## src/rtl/cmp_gen_pkg.sv

```systemverilog
// Shared types for the comparator operand generator.
// Relation codes, FSM states and the LFSR default seed.
package cmp_gen_pkg;

   typedef enum logic [1:0] {
      REL_LT   = 2'b00,
      REL_EQ   = 2'b01,
      REL_GT   = 2'b10,
      REL_RSVD = 2'b11
   } rel_t;

   typedef enum logic [1:0] {
      IDLE = 2'b00,
      GEN  = 2'b01,
      OUT  = 2'b10
   } state_t;

   localparam logic [15:0] LFSR_DEFAULT = 16'hACE1;

   // An all-zero LFSR would lock up, so zero seeds fall back to the default.
   function automatic logic [15:0] seed_fix(input logic [15:0] s);
      return (s == 16'h0000) ? LFSR_DEFAULT : s;
   endfunction

endpackage

```

## src/rtl/cmp_gen_lfsr16.sv

```systemverilog
// 16-bit Fibonacci LFSR, taps 16/14/13/11, shifting left.
// Loads its seed on reset and steps only when enabled.
module cmp_gen_lfsr16
   import cmp_gen_pkg::*;
#(
   parameter logic [15:0] SEED = LFSR_DEFAULT
) (
   input  logic        clk,
   input  logic        rst,
   input  logic        en,
   output logic [15:0] state
);

   localparam logic [15:0] INIT = seed_fix(SEED);

   logic fb;

   assign fb = state[15] ^ state[13] ^ state[12] ^ state[10];

   always_ff @(posedge clk or posedge rst) begin
      if (rst) begin
         state <= INIT;
      end else if (en) begin
         state <= {state[14:0], fb};
      end
   end

endmodule

```

## src/rtl/cmp_operand_gen.sv

```systemverilog
// Produces an operand pair (a, b) satisfying a requested relation,
// drawing pseudo-random candidates from an LFSR.
module cmp_operand_gen
   import cmp_gen_pkg::*;
#(
   parameter int          WIDTH = 4,
   parameter logic [15:0] SEED  = 16'hACE1
) (
   input  logic             clk,
   input  logic             rst,
   input  logic             req_valid,
   input  logic [1:0]       req_rel,
   output logic             req_ready,
   output logic             out_valid,
   input  logic             out_ready,
   output logic [WIDTH-1:0] out_a,
   output logic [WIDTH-1:0] out_b,
   output logic [1:0]       out_rel,
   output logic [15:0]      out_cnt,
   output logic             err
);

   typedef struct packed {
      logic [WIDTH-1:0] a;
      logic [WIDTH-1:0] b;
   } pair_t;

   state_t           state;
   state_t           state_nx;
   rel_t             rel_q;
   logic [15:0]      lfsr;
   logic             step;
   logic             accept;
   logic             rsvd;
   logic             hs;
   logic [WIDTH-1:0] cand_x;
   logic [WIDTH-1:0] cand_y;
   pair_t            fixed;

   // Equal candidates are nudged by one away from the range limit.
   function automatic pair_t fixup(
      input rel_t             rel,
      input logic [WIDTH-1:0] x,
      input logic [WIDTH-1:0] y
   );
      pair_t            p;
      logic [WIDTH-1:0] mx;
      mx  = '1;
      p.a = x;
      p.b = x;
      case (rel)
         REL_LT: begin
            if (x < y) begin
               p.a = x;
               p.b = y;
            end else if (x > y) begin
               p.a = y;
               p.b = x;
            end else if (x == mx) begin
               p.a = x - WIDTH'(1);
               p.b = x;
            end else begin
               p.a = x;
               p.b = x + WIDTH'(1);
            end
         end
         REL_GT: begin
            if (x > y) begin
               p.a = x;
               p.b = y;
            end else if (x < y) begin
               p.a = y;
               p.b = x;
            end else if (x == '0) begin
               p.a = WIDTH'(1);
               p.b = '0;
            end else begin
               p.a = x;
               p.b = x - WIDTH'(1);
            end
         end
         default: begin
            p.a = x;
            p.b = x;
         end
      endcase
      return p;
   endfunction

   cmp_gen_lfsr16 #(
      .SEED(SEED)
   ) u_lfsr (
      .clk  (clk),
      .rst  (rst),
      .en   (step),
      .state(lfsr)
   );

   assign cand_x = lfsr[WIDTH-1:0];
   assign cand_y = lfsr[2*WIDTH-1:WIDTH];
   assign fixed  = fixup(rel_q, cand_x, cand_y);

   assign rsvd   = (req_rel == REL_RSVD);
   assign accept = req_valid & req_ready;
   assign hs     = out_valid & out_ready;

   always_comb begin
      state_nx  = state;
      req_ready = 1'b0;
      out_valid = 1'b0;
      step      = 1'b0;
      unique case (state)
         IDLE: begin
            req_ready = 1'b1;
            if (req_valid && !rsvd) begin
               state_nx = GEN;
            end
         end
         GEN: begin
            step     = 1'b1;
            state_nx = OUT;
         end
         OUT: begin
            out_valid = 1'b1;
            if (out_ready) begin
               state_nx = IDLE;
            end
         end
         default: begin
            state_nx = IDLE;
         end
      endcase
   end

   always_ff @(posedge clk or posedge rst) begin
      if (rst) begin
         state   <= IDLE;
         rel_q   <= REL_LT;
         out_a   <= '0;
         out_b   <= '0;
         out_rel <= 2'b00;
         out_cnt <= 16'h0000;
         err     <= 1'b0;
      end else begin
         state <= state_nx;
         if (accept && rsvd) begin
            err <= 1'b1;
         end
         if (accept && !rsvd) begin
            rel_q <= rel_t'(req_rel);
         end
         if (state == GEN) begin
            out_a   <= fixed.a;
            out_b   <= fixed.b;
            out_rel <= rel_q;
         end
         if (hs) begin
            out_cnt <= out_cnt + 16'd1;
         end
      end
   end

endmodule

```

## config.mk

```make
export PLATFORM = sky130hd
export DESIGN_NAME = cmp_operand_gen
export DESIGN_NICKNAME = d
export VERILOG_FILES = /design/src/rtl/cmp_gen_pkg.sv /design/src/rtl/cmp_gen_lfsr16.sv /design/src/rtl/cmp_operand_gen.sv
export SDC_FILE = /design/constraint.sdc
export NUM_CORES = 1
export LEC_CHECK = 0
export CAP_MARGIN = 20
export CELL_PAD_IN_SITES_DETAIL_PLACEMENT = 1
export CELL_PAD_IN_SITES_GLOBAL_PLACEMENT = 2
export CORE_MARGIN = 1
export CORE_UTILIZATION = 31
export CTS_CLUSTER_DIAMETER = 100
export DETAILED_ROUTE_END_ITERATION = 10
export HOLD_SLACK_MARGIN = 0.12
export PLACE_DENSITY_LB_ADDON = 0.05
export SYNTH_ARGS = -nofsm -noshare
export SYNTH_HDL_FRONTEND = slang
export SYNTH_SLANG_ARGS = --single-unit
export TNS_END_PERCENT = 10
```

## constraint.sdc

```tcl
create_clock -name clk -period 2 [get_ports clk]
set_input_delay 0.3 -clock clk [delete_from_list [all_inputs] [get_ports clk]]
set_output_delay 0.3 -clock clk [all_outputs]
set_load 0.05 [all_outputs]
```

==> flow_metrics.tcl, run 1 <==
set metrics [dict create \
    place_congestion 0.829 \
    power_leakage_nw 1.52 \
    synthesis.area_sq_mm 0.00263 \
    period_minus_slack_ns 1.98 \
    initial_utilization 0.320 \
    crit_arrival_ns 2.21 \
    clk_latency_ns 0.31 \
    grt_antenna_before_repair 0 \
    postSynthAreaPerCell_sq_um 9.47 \
    final_common_cell "nand2_1" \
    synth_seq_area_share 0.451 \
    cp.required_ns 2.23 \
    finalWirelength_um 7470 \
    drtIter0Drc 100 \
    drv_slew 0 \
    vias 2301 \
    cp_max_fo 7 \
    die_y_um 94.2 \
    synth_cell_types 55 \
    synth_edf_count 0 \
    syn-num-nets 291 \
    grt_overflow 0 \
    drc_errors 0 \
    ir_drop_mv 0.424 \
    yosysWarnings 0 \
    drv_cap 0 \
    cts_hold_buffers 0 \
    grt_pass1_wl_um 12500 \
    diodes 0 \
    clockBufferDepth 2 \
    pin_count 35 \
    routedWlPerCell_um 16.5 \
    drive_above_1_share 0.254 \
    fin_ws_ns 0.0191 \
    cts_buffers 5 \
    syn_inst 278 \
    core_area_sq_mm 0.00822 \
    htree_levels 2 \
    path_class "reg -> reg" \
    fmax_mhz 505 \
    cts_root_buf "clkbuf_8" \
    hpwl_um 5400 \
    async_flop_share 1.00 \
    outcome "completed" \
    rsz0062_at_grt "yes" \
    mostFrequentLayoutCells "nand2_1, dfrtp_1, buf_4" \
    holdWs_ns 0.341 \
    nNetsFinal 359 \
    track_usage 0.182 \
    viasPerCell 5.09 \
    fin_cells 452 \
    dp_slack_ns -0.0772 \
    ys_dominant_reg_cell "dfrtp_1" \
    cts_sinks 47 \
    worstSetupEndpointType "flop" \
    grt_max_degree 48 \
    setup_viol 0 \
    worstMarginPinSlew_ns 0.574 \
    cts_tree "done" \
    slew_headroom 0.617 \
    placedCellCount 440 \
    powerDensity_mw_per_mm2 966 \
    min_path_type "in -> async" \
    syn2layout_area_growth_pct 35.6 \
    fp.dieW_um 94.2 \
    row_count 33 \
    ys_ff_latch 47 \
    port_buffers 34 \
    fin_skew_ns 0.00854 \
    die-area_sq_mm 0.00886 \
    path_clk_slew_ns 0.10 \
    hold_violations 0 \
    final.period_utilization 0.990 \
    antenna_left 0 \
    grt_pass1_vias 2394 \
    startpoint_type "flop" \
    dr.pass1.iters 4 \
]
## state kept, by name, summed over array words and instances (netlist names)
register      count
err               1
out_cnt          16
out_b             4
state             2
out_rel           2
out_a             4
u_lfsr.state     16
rel_q             2
## synth_stat cells, types with 5 or more instances
master	number	area share
nand3_1	14	0.027
buf_2	6	0.011
o211ai_1	9	0.026
inv_1	8	0.011
xnor2_1	16	0.053
nand2_1	52	0.074
o221ai_1	5	0.017
dfrtp_1	39	0.37
ha_1	7	0.033
o21ai_0	16	0.030
dfstp_2	8	0.080
a21oi_1	8	0.015
nor2_1	20	0.029
## final timing paths
path / from / endpoint / slack [ns] / cells past startpoint
worst max-delay path: u_lfsr.state[5]$_DFFE_PP1N_ / out_b[0]$_DFFE_PP0N_ / 0.02 / 8
max in group asynchronous: rst / u_lfsr.state[5]$_DFFE_PP1N_ / 1.37 / 3
min in group clk: u_lfsr.state[11]$_DFFE_PP1N_ / u_lfsr.state[11]$_DFFE_PP1N_ / 0.47 / 2
worst min-delay path: rst / out_cnt[8]$_DFFE_PP0P_ / 0.34 / 3
worst max register to register: u_lfsr.state[5]$_DFFE_PP1N_ / out_b[0]$_DFFE_PP0N_ / 0.02 / 8
worst min register to register: u_lfsr.state[11]$_DFFE_PP1N_ / u_lfsr.state[11]$_DFFE_PP1N_ / 0.47 / 2
## final cells by class
| cell class | instances | area, sq um |
|---|---|---|
| Clock buffer | 5 | 68.8 |
| Timing Repair Buffer | 72 | 649 |
| Multi-Input combinational cell | 212 | 1460 |
| Fill cell | 946 | 4650 |
| Sequential cell | 47 | 1190 |
| Tap cell | 105 | 131 |
| Inverter | 8 | 30.0 |
| Clock inverter | 3 | 46.3 |
## per-layer routing
| metal | part of all wire | vias up | wire, um | GRT usage |
|---|---|---|---|---|
| met5 | 0 | - | 0 | 0 |
| met4 | 0.0084 | 0 | 63 | 0.0346 |
| met3 | 0.034 | 7 | 252 | 0.0291 |
| met2 | 0.47 | 44 | 3490 | 0.290 |
| met1 | 0.49 | 1130 | 3670 | 0.259 |
| li1 | - | 1120 | - | - |
## cells by family (layout without fill, tap and decap cells)
| group | count (synthesis) | after routing | share of synthesized area |
|---|---|---|---|
| DFF | 47 | 47 | 0.451 |
| adders and majority gates | 7 | 7 | 0.0333 |
| buffers and inverters | 19 | 88 | 0.0328 |
| xor gates and xnor gates | 19 | 19 | 0.0632 |
| AOI/OAI and AO/OA | 67 | 67 | 0.201 |
| muxes | 2 | 2 | 0.00760 |
| and+or+nand+nor | 117 | 117 | 0.212 |
## critical path: stages, from the launching register on
cell	delay (ns)
dfstp_2	0.55
inv_2	0.05
ha_4	0.24
nor2b_4	0.14
o211a_4	0.29
buf_4	0.15
o211ai_1	0.21
o21ai_1	0.12
o211ai_1	0.16
## report_power, final
| part | internal [W] | total, W | leakage [nW] | switching [W] |
|---|---|---|---|---|
| clock network | 0.000377 | 0.000733 | 0.0548 | 0.000356 |
| logic | 0.000471 | 0.00145 | 0.876 | 0.000978 |
| registers | 0.00112 | 0.00127 | 0.590 | 0.000148 |
| total | 0.00197 | 0.00345 | 1.52 | 0.00148 |
## through the flow
step            TNS, ns  total power (W)  utilization  area, sq um
6_report              0          0.00345        0.435         3570
3_3_place_gp   -0.00854          0.00274        0.405         3330
2_1_floorplan         0          0.00223            -         2630
5_1_grt          -0.214          0.00366        0.435         3570
4_1_cts        -0.00866          0.00351        0.423         3480
3_5_place_dp     -0.196          0.00275        0.405         3330
## repair_timing
item	in CTS	in global routing
setup buffers	0	4
endpoints found under the setup margin	7	8
resized for setup	5	14
pin swaps	1	10
No activity file was read; power rests on OpenSTA's default activity.
==> inputs of run 2 (changes only) <==
--- a/config.mk
+++ b/config.mk
@@ -14,6 +14,7 @@
 export DETAILED_ROUTE_END_ITERATION = 10
 export HOLD_SLACK_MARGIN = 0.12
 export PLACE_DENSITY_LB_ADDON = 0.05
+export REMOVE_ABC_BUFFERS = 1
 export SYNTH_ARGS = -nofsm -noshare
 export SYNTH_HDL_FRONTEND = slang
 export SYNTH_SLANG_ARGS = --single-unit
==> flow_metrics.tcl, run 2 (synthesized netlist as in run 1, its figures left out) <==
set metrics [dict create \
    outcome "completed" \
    placed_cell_area_sq_mm 0.00328 \
    slew_headroom 0.607 \
    core_area_sq_mm 0.00822 \
    vias 2304 \
    post-route-util 0.422 \
    critPathLaunch "u_lfsr.state[6]$_DFFE_PP1N_" \
    fin_ws_ns 0.0352 \
    pwr-share-seq 0.389 \
    htree_levels 2 \
    path_clk_slew_ns 0.10 \
    grt_pass1_vias 2319 \
    top_regs "out_cnt: 16 flops, u_lfsr.state: 16 flops" \
    nNetsFinal 352 \
    crit_arrival_ns 2.19 \
    grt_max_degree 31 \
    fin_skew_ns 0.00721 \
    clockBufferDepth 2 \
    path_class "reg -> reg" \
    clk_latency_ns 0.31 \
    p_sw_frac 0.449 \
    final_common_cell "nand2_1" \
    viasPerCell 5.18 \
    finalWirelength_um 7490 \
    drc_errors 0 \
    worst_r2r_path_depth 7 \
    hold_violations 0 \
    power.switching_w 0.00149 \
    rsz0062_at_grt "yes" \
    filler_cell_count 957 \
    drv_slew 0 \
    r2r_setup_slack_ns 0.04 \
    mostFrequentLayoutCells "nand2_1, dfrtp_1, clkdlybuf4s50_1" \
    fmax_mhz 509 \
    port_buffers 34 \
    grt_antenna_before_repair 0 \
    fp.dieW_um 94.2 \
    p_int_w 0.00183 \
    die_y_um 94.2 \
    min_path_type "in -> async" \
    ir_drop_mv 0.369 \
    finalInstanceArea_sq_mm 0.00346 \
    grt_overflow 0 \
    cp_max_fo 7 \
    antenna_left 0 \
    grt_pass1_wl_um 12200 \
    startpoint_type "flop" \
    row_count 33 \
    worstMarginPinSlew_ns 0.589 \
    diodes 0 \
    setup_viol 0 \
    dp_slack_ns -0.110 \
    final-seq-area_sq_mm 0.00119 \
    track_usage 0.181 \
    routedWlPerCell_um 16.8 \
    power_leakage_nw 1.47 \
    r2r_start "u_lfsr.state[6]$_DFFE_PP1N_" \
    die-area_sq_mm 0.00886 \
    p_clk_frac 0.180 \
    pin_count 35 \
    p_comb_frac 0.430 \
    powerDensity_mw_per_mm2 956 \
    drtIter0Drc 76 \
    hpwl_um 5420 \
    period_minus_slack_ns 1.96 \
    totalPowerFinal_w 0.00331 \
    drive_above_1_share 0.229 \
    syn2layout_area_growth_pct 31.6 \
    cts_sinks 47 \
    cts_tree "done" \
    cts_root_buf "clkbuf_8" \
    multi_input_area_sq_mm 0.00144 \
    rr_endpoint "out_a[2]$_DFFE_PP0N_" \
    holdWs_ns 0.283 \
    drv_cap 0 \
    dr.pass1.iters 4 \
    worstSetupEndpointType "flop" \
    cts_buffers 5 \
    cts_hold_buffers 0 \
    cp.required_ns 2.23 \
    final.period_utilization 0.982 \
    place_congestion 0.845 \
    initial_utilization 0.320 \
]
## run 2: metrics by stage
stage | std cells | setup TNS (ns)
5_1_grt | 445 | -0.138
6_report | 445 | 0
2_1_floorplan | 267 | -0.160
4_1_cts | 442 | -0.00282
3_3_place_gp | 434 | -0.0569
3_5_place_dp | 434 | -0.462
## run 2: layout make-up
| type | instances | area share |
|---|---|---|
| multi-input combinational | 212 | 0.415 |
| sequential | 47 | 0.342 |
| timing repair buffer | 65 | 0.171 |
| tap | 105 | 0.0379 |
| clock buffer | 6 | 0.0210 |
| inverter | 8 | 0.00867 |
| clock inverter | 2 | 0.00397 |
## run 2: worst max-delay path: stages, from the launching register on
cell     delay (ns)
dfstp_2        0.56
inv_1          0.11
ha_4           0.30
buf_4          0.12
o211a_4        0.21
o21ai_2        0.11
or3_1          0.32
a31oi_1        0.16
## run 2: worst max-delay path by stage
stage                                      end  slack (ns)  cells past startpoint
after floorplan           out_b[3]$_DFFE_PP0N_       -0.11                      5
after global placement    out_b[2]$_DFFE_PP0N_       -0.02                      7
after detailed placement  out_b[2]$_DFFE_PP0N_       -0.11                      7
after CTS                 out_b[0]$_DFFE_PP0N_      -0.003                      6
after global routing      out_b[0]$_DFFE_PP0N_       -0.03                      7
final                     out_a[2]$_DFFE_PP0N_        0.04                      7
## run 2: power groups by stage
| stage | registers [W] | clock network, W | logic [W] |
|---|---|---|---|
| after detailed placement | 0.00131 | 0 | 0.00143 |
| after CTS | 0.00129 | 0.000640 | 0.00144 |
| after floorplan | 0.00177 | 0 | 0.000429 |
| after global placement | 0.00131 | 0 | 0.00142 |
| after global routing | 0.00132 | 0.000652 | 0.00152 |
| final | 0.00129 | 0.000597 | 0.00143 |
## run 2: metal layers
metal	global-route usage	share of wire	up-vias
met1	0.236	0.47	1148
met5	0	0	-
met2	0.310	0.48	41
met3	0.0275	0.033	8
li1	-	-	1107
met4	0.0423	0.016	0
## run 2: timing repair
action | 4_1_cts | 5_1_grt
pin swaps | 2 | 8
gates resized for setup | 6 | 7
hold endpoints to repair | 0 | 0
endpoints found under the setup margin | 8 | 8
buffers inserted | 0 | 3
